$ cat config.mk
export PLATFORM = sky130hd
export DESIGN_NAME = fetch_buffered
export DESIGN_NICKNAME = d
export VERILOG_FILES = /design/src/rtl/fetch_pkg.sv /design/src/rtl/fetch_queue.sv /design/src/rtl/fetch_buffered.sv
export SDC_FILE = /design/constraint.sdc
export NUM_CORES = 1
export LEC_CHECK = 0
export BUFFER_PORTS_ARGS = -buffer_cell sky130_fd_sc_hd__buf_4
export CORE_UTILIZATION = 49
export DETAILED_ROUTE_END_ITERATION = 7
export PLACE_DENSITY_LB_ADDON = 0.05
export SYNTH_ARGS = -nofsm -noshare
export SYNTH_HDL_FRONTEND = slang
export SYNTH_SLANG_ARGS = --single-unit
$ cat constraint.sdc
create_clock -name clk -period 9.8 [get_ports clk]
set_input_delay 1.47 -clock clk [delete_from_list [all_inputs] [get_ports clk]]
set_output_delay 1.47 -clock clk [all_outputs]
set_load 0.01 [all_outputs]
$ cat src/rtl/fetch_pkg.sv
// Shared types and constants for the buffered instruction-fetch stage.
// The entry struct is sized for the default 32-bit build; wider builds supply their own entry type.
package fetch_pkg;

  localparam int unsigned DEFAULT_XLEN = 32;
  localparam int unsigned INST_BYTES   = 4;

  typedef enum logic [1:0] {
    REQ,
    WAIT,
    DROP
  } fetch_state_t;

  typedef struct packed {
    logic [DEFAULT_XLEN-1:0] pc;
    logic [DEFAULT_XLEN-1:0] pc_inc;
    logic [31:0]             inst;
  } fetch_entry_t;

endpackage

$ cat src/rtl/fetch_queue.sv
// Synchronous FIFO of fetch entries; flush empties it and overrides push/pop.
// The head is read straight from registered storage.
module fetch_queue
  import fetch_pkg::*;
#(
  parameter type         entry_t = fetch_entry_t,
  parameter int unsigned DEPTH   = 4
) (
  input  logic                   clk,
  input  logic                   reset,
  input  logic                   flush,
  input  logic                   push,
  input  logic                   pop,
  input  entry_t                 push_data,
  output entry_t                 head,
  output logic [$clog2(DEPTH):0] count,
  output logic                   full,
  output logic                   empty
);

  localparam int unsigned PW = $clog2(DEPTH);
  localparam int unsigned CW = PW + 1;

  entry_t          mem [DEPTH];
  logic [PW-1:0]   rd_ptr;
  logic [PW-1:0]   wr_ptr;
  logic            do_push;
  logic            do_pop;

  assign empty   = (count == '0);
  assign full    = (count == CW'(DEPTH));
  assign do_pop  = pop && !empty;
  assign do_push = push && (!full || do_pop);
  assign head    = mem[rd_ptr];

  // Storage is cleared only on reset so the head reads zero out of reset.
  always_ff @(posedge clk) begin
    if (reset) begin
      rd_ptr <= '0;
      wr_ptr <= '0;
      count  <= '0;
      for (int unsigned i = 0; i < DEPTH; i++) begin
        mem[i] <= '0;
      end
    end else if (flush) begin
      rd_ptr <= '0;
      wr_ptr <= '0;
      count  <= '0;
    end else begin
      if (do_push) begin
        mem[wr_ptr] <= push_data;
        wr_ptr      <= wr_ptr + PW'(1);
      end
      if (do_pop) begin
        rd_ptr <= rd_ptr + PW'(1);
      end
      case ({do_push, do_pop})
        2'b10:   count <= count + CW'(1);
        2'b01:   count <= count - CW'(1);
        default: count <= count;
      endcase
    end
  end

endmodule

$ cat src/rtl/fetch_buffered.sv
// Instruction-fetch stage: one outstanding imem request, queued delivery to decode,
// redirect with flush and discard of any in-flight response.
module fetch_buffered
  import fetch_pkg::*;
#(
  parameter int unsigned     XLEN        = 32,
  parameter logic [XLEN-1:0] RESET_PC    = '0,
  parameter int unsigned     QUEUE_DEPTH = 4
) (
  input  logic                           clk,
  input  logic                           reset,
  input  logic                           i_redirect,
  input  logic [XLEN-1:0]                i_redirect_pc,
  output logic                           o_imem_req_valid,
  output logic [XLEN-1:0]                o_imem_addr,
  input  logic                           i_imem_req_ready,
  input  logic                           i_imem_rsp_valid,
  input  logic [31:0]                    i_imem_rsp_data,
  output logic                           o_fetch_valid,
  input  logic                           i_decode_ready,
  output logic [XLEN-1:0]                o_fetch_pc,
  output logic [XLEN-1:0]                o_fetch_pc_inc,
  output logic [31:0]                    o_fetch_inst,
  output logic [$clog2(QUEUE_DEPTH):0]   o_queue_count
);

  localparam int unsigned     CW      = $clog2(QUEUE_DEPTH) + 1;
  localparam logic [XLEN-1:0] PC_STEP = XLEN'(INST_BYTES);

  typedef struct packed {
    logic [XLEN-1:0] pc;
    logic [XLEN-1:0] pc_inc;
    logic [31:0]     inst;
  } entry_t;

  fetch_state_t    state;
  fetch_state_t    state_nxt;
  logic [XLEN-1:0] fetch_pc;
  logic [XLEN-1:0] req_pc;
  logic            req_hs;
  logic            q_push;
  logic            q_pop;
  logic            q_full;
  logic            q_empty;
  logic [CW-1:0]   q_count;
  entry_t          q_in;
  entry_t          q_head;
  logic            after_reset;
  logic            unused_redirect_lsbs;

  assign unused_redirect_lsbs = ^i_redirect_pc[1:0];

  // Full check alone suffices: count cannot grow while a request is outstanding.
  assign o_imem_req_valid = (state == REQ) && !q_full;
  assign req_hs           = o_imem_req_valid && i_imem_req_ready;
  assign o_imem_addr      = fetch_pc;

  always_comb begin
    state_nxt = state;
    q_push    = 1'b0;
    case (state)
      REQ: begin
        if (req_hs) state_nxt = i_redirect ? DROP : WAIT;
      end
      WAIT: begin
        if (i_imem_rsp_valid) begin
          state_nxt = REQ;
          q_push    = !i_redirect;
        end else if (i_redirect) begin
          state_nxt = DROP;
        end
      end
      DROP: begin
        if (i_imem_rsp_valid) state_nxt = REQ;
      end
      default: state_nxt = REQ;
    endcase
  end

  always_comb begin
    q_in        = '0;
    q_in.pc     = req_pc;
    q_in.pc_inc = req_pc + PC_STEP;
    q_in.inst   = i_imem_rsp_data;
  end

  assign q_pop = o_fetch_valid && i_decode_ready;

  always_ff @(posedge clk) begin
    if (reset) begin
      state       <= REQ;
      fetch_pc    <= RESET_PC;
      req_pc      <= '0;
      after_reset <= 1'b1;
    end else begin
      state <= state_nxt;
      if (i_redirect) begin
        fetch_pc <= {i_redirect_pc[XLEN-1:2], 2'b00};
      end else if (req_hs) begin
        fetch_pc <= fetch_pc + PC_STEP;
      end
      if (req_hs) begin
        req_pc      <= fetch_pc;
        after_reset <= 1'b0;
      end
    end
  end

  // A stale response may still land after a mid-transaction reset; only flag it afterwards.
  always_ff @(posedge clk) begin
    if (!reset && !after_reset) begin
      assert (!(state == REQ && i_imem_rsp_valid));
    end
  end

  fetch_queue #(
    .entry_t (entry_t),
    .DEPTH   (QUEUE_DEPTH)
  ) u_queue (
    .clk       (clk),
    .reset     (reset),
    .flush     (i_redirect),
    .push      (q_push),
    .pop       (q_pop),
    .push_data (q_in),
    .head      (q_head),
    .count     (q_count),
    .full      (q_full),
    .empty     (q_empty)
  );

  assign o_fetch_valid  = !q_empty;
  assign o_fetch_pc     = q_head.pc;
  assign o_fetch_pc_inc = q_head.pc_inc;
  assign o_fetch_inst   = q_head.inst;
  assign o_queue_count  = q_count;

endmodule

# After elaboration in Yosys (flattened, before gate mapping)
# Memories as Yosys holds them, arrays and structs flattened. A register that Yosys moved wholly into a read port is not among the register bits.
# Cells that the tools add are included.
[word_totals] out_inout_bits=133 n_memories=1 register_bits=73 ramBits=384
[op_classes] eq_ne=8 reduce_logical=16 n_addsub=6 mux=22
[mem_list] name="u_queue.mem" words=4 word_bits=96 read_ports=1 rd_clocked_by_memory_dff=1 wr=4 line="fetch_queue.sv:24" rtl="entry_t mem [DEPTH];"
[op_table] cell="$mux 96" count=1
[op_table] cell="$reduce_or 96->1" count=1
[op_table] cell="$add 32x3->32 const B" count=2
[op_table] cell="$mux 32" count=2
[op_table] cell="$mux 2" count=8
[op_table] cell="$mux 1" count=9
[op_table] cell="$pmux 2 s3" count=1
[op_table] cell="$pmux 3 s2" count=1
[op_table] cell="$logic_and 1x1->1" count=5
[op_table] cell="$add 2x1->2 const B" count=2
[op_table] cell="$eq 2x1->1 const B" count=2
[op_table] cell="$eq 2x2->1 const B" count=2
[op_table] cell="$ne 2x2->1 const B" count=2
[op_table] cell="$reduce_bool 2->1" count=2
[op_table] cell="$add 3x1->3 const B" count=1
[op_table] cell="$eq 3x3->1 const B" count=1
[op_table] cell="$logic_not 1->1" count=3
[op_table] cell="$logic_not 3->1" count=1
[op_table] cell="$ne 3x3->1 const B" count=1
[op_table] cell="$reduce_and 3->1" count=1
[op_table] cell="$sub 3x1->3 const B" count=1
[op_table] cell="$logic_not 2->1" count=1
[op_table] cell="$reduce_or 2->1" count=1
[op_table] cell="$logic_or 1x1->1" count=1

# Longest topological paths before layout
[logic_depth] depth_word=12 depth_mapped=10 mapped_depth_nobuf=8

# Modules after synthesis
# A second synthesis with hierarchy kept.
[hier_totals] cells_unflattened=1447 area_unflattened_um2=20395.8
[modules_own_cells] module="fetch_queue" area_each_um2=16952.5 cells_per_inst=993 instances=1
[modules_own_cells] module="fetch_buffered" area_each_um2=3443.3 cells_per_inst=454 instances=1

# Worst setup path before layout
# OpenSTA, ideal clock, no wires.
[synth_timing] kind="input-to-reg" startpoint="input i_redirect" endpoint="memory u_queue.mem[1][0] (netlist bit) (enable)" setup_slack_ns=2.904 t_arrival_ns=6.335 stages=4 n_path_buf=0 t_required_ns=9.238 cell_sequence="and4bb_1 o21a_4 nand2_1 o21bai_1"
[synth_rtl] element="start, declared" line="fetch_buffered.sv:12" rtl="input logic i_redirect,"
[synth_rtl] element="end, declared" line="fetch_queue.sv:24"

==> results.yml <==
run_status:
  status: "finished clean"
floorplan:
  core_area_um2: 39600
  initial_utilization: 0.497
  die_y_um: 202
  fp.dieArea_um2: 41000
  rows: 73
  num_io_pins: 203
  die_w_um: 202
drt:
  via_count: 11599
  ant_nets: 0
  wl_per_cell_um: 21.0
  post-route-drc-count: 0
  first_pass_iters: 5
  routed_wl_mm: 44.6
  vias_per_cell: 5.47
  drtIter0Drc: 682
final_layout:
  final_net_count: 1629
  mostFrequentLayoutCells: "368 x edfxtp_1, 236 x and2_1, 209 x buf_4"
  final_core_util: 0.575
  fin_cells: 2119
  final_layout_size_suffix_gt1_frac: 0.252
  area_growth_pct: 15.8
  antenna_cells: 0
  final_common_cell: "edfxtp_1"
job:
  cap_violations: 0
sta:
  tightest_slew_ns: 1.10
  fin_skew_ns: 0.0194
  rsz0062_at_grt: "false"
  fin_ws_ns: 4.98
  hold_violations: 0
  setup_viol: 0
  max_slew_margin: 0.265
  fin_crit_sh: 0.491
  setup_tns_ns: 0
  finalMaxSlewViolations: 0
  fmax_mhz: 208
  fin_crit_ns: 4.82
critical_path:
  worstSetupPathType: "in -> reg"
  crit_chain: "buf_4 > and4bb_1 > o21a_4 > nand2b_4 > or3_2 > nand2b_4 > buf_4"
  cp_data_arrival_time_ns: 4.99
  crit_fanout: 52
  required_ns: 9.97
  cp_top_family: "simple AND/OR/NAND/NOR gates"
  cp_num_buf_inv: 2
  cp_slowest_stage_delay_ns: 0.95
  start_kind: "primary input"
  end_kind: "flop"
  critical-path-slowest-cell: "or3_2"
clocking:
  cts_tree: "yes"
  cts_hold_buf: 0
  postCtsSetupBuffers: 0
  cts_sinks: 439
  htreeDepth: 2
  insertion_delay_ns: 0.56
  cts_resized: 0
  cts_buffer_depth: 3
  cts-root-buf: "clkbuf_16"
  clk_pin_slew_ns: 0.06
  cts_buffers: 47
grt:
  grt-ovfl-total: 0
  grtUsageTotal: 0.223
  grt_pass1_wl_mm: 69.7
  grt_pass1_vias: 11861
  grt_start_max_net_pins: 70
  antenna_found_initial: 0
synthesis:
  synth_cells: 1401
  synth_edf_count: 368
  async_flop_share: 0
  syn_avg_cell_area_um2: 14.1
  netlist_area_um2: 19700
  ys.flop_type: "edfxtp_1"
  synth-seq-cells: 439
  yosysWarnings: 0
  yosysUniqueCellTypes: 58
  synth-seq-area-share: 0.633
min_path:
  hold_path.class: "reg -> reg"
pwr:
  vdd_drop_max_uv: 127
  power_density_nw_per_um2: 175
  finalPower_mw: 3.98
  leakagePower_nw: 8.16
place:
  place_ws_ns: 4.30
  dp.cells: 2032
  dp_hpwl_mm: 26.1
  port_buffers: 194
  place.gp.congestion: 0.805
==> routing by layer <==
| layer | GRT usage | up-vias | part of all wire |
|---|---|---|---|
| met1 | 0.320 | 5833 | 0.45 |
| met4 | 0.0548 | 0 | 0.017 |
| li1 | - | 5382 | - |
| met2 | 0.356 | 326 | 0.47 |
| met3 | 0.0374 | 58 | 0.062 |
| met5 | 0 | - | 0 |
==> cells by family after synthesis <==
family,Yosys count,synth area share
AND/OR/NAND/NOR,608,0.172
flip-flops,439,0.633
buffers and inverters,118,0.0332
multiplexers,92,0.105
AO/OA/AOI/OAI,79,0.0266
XOR/XNOR,61,0.0271
adder cells (fa/ha/maj),3,0.00229
other,1,0.000190
==> report_power, final <==
part / internal [mW] / switching (mW)
combinational: 0.0896 / 0.121
sequential: 2.09 / 0.0438
clock: 0.943 / 0.700
==> worst reg2reg max path, cell delays in order, from the launching register on <==
cell and delay (ns):
dfxtp_1 0.52, or3b_1 0.34, o21a_4 0.23, nand2b_4 0.34, or3_2 0.95, nand2b_4 0.71, buf_4 0.78
==> layout make-up <==
| class | instances | area [um2] |
|---|---|---|
| Clock inverter | 26 | 138 |
| Fill cell | 3263 | 16800 |
| Sequential cell | 439 | 12500 |
| Multi-Input combinational cell | 849 | 6640 |
| Timing Repair Buffer | 209 | 1570 |
| Inverter | 10 | 37.5 |
| Clock buffer | 61 | 1280 |
| Tap cell | 525 | 657 |
==> flip-flops by register name (all words and copies together) (netlist names), named ones only <==
name            cells
o_imem_addr        30
state               2
u_queue.wr_ptr      2
u_queue.rd_ptr      2
u_queue.mem       368
req_pc             30
u_queue.count       3
==> per-stage QoR <==
| stage | area, um2 | hold slack, ns |
|---|---|---|
| 2_1_floorplan | 19700 | 0.462 |
| 3_3_place_gp | 21400 | 0.509 |
| 3_5_place_dp | 21400 | 0.505 |
| 4_1_cts | 22800 | 0.514 |
| 5_1_grt | 22800 | 0.548 |
| 6_report | 22800 | 0.518 |
==> path summary, 6_finish.rpt <==
kind	from	to	slack [ns]	cells after the start
max	i_redirect	u_queue.mem[0][28]	4.98	7
max reg2reg	u_queue.count[1]	u_queue.mem[0][28]	5.53	6
min reg2reg	o_imem_addr[25]	req_pc[25]	0.52	2
min	o_imem_addr[25]	req_pc[25]	0.52	2
==> synthesized netlist by cell type (2+ instances only) <==
cell / instances / area share
edfxtp_1: 368 / 0.56
and2_1: 236 / 0.075
nor2_1: 179 / 0.034
mux4_2: 92 / 0.11
nand2_1: 92 / 0.018
dfxtp_1: 71 / 0.072
clkbuf_1: 44 / 0.0084
a21oi_1: 39 / 0.0099
xnor2_1: 39 / 0.017
buf_2: 25 / 0.0064
a211oi_1: 22 / 0.0084
xor2_1: 22 / 0.0098
buf_6: 18 / 0.010
nand3_1: 15 / 0.0038
nand4_1: 13 / 0.0041
nor3_1: 12 / 0.0030
buf_4: 11 / 0.0042
inv_1: 10 / 0.0019
nor4_4: 9 / 0.0097
and3_1: 7 / 0.0022
buf_1: 7 / 0.0013
and4_1: 5 / 0.0022
nor3_2: 5 / 0.0025
nor4_1: 5 / 0.0016
or3_1: 5 / 0.0016
nand2b_1: 4 / 0.0013
a211oi_2: 3 / 0.0019
a311oi_1: 3 / 0.0013
clkbuf_2: 3 / 0.00076
o21bai_1: 3 / 0.0011
ha_1: 2 / 0.0013
nand4_2: 2 / 0.0013
nor3b_2: 2 / 0.0013
nor4b_4: 2 / 0.0024
o21ai_0: 2 / 0.00051
or4_1: 2 / 0.00076
(Power assumes the default switching activity.)
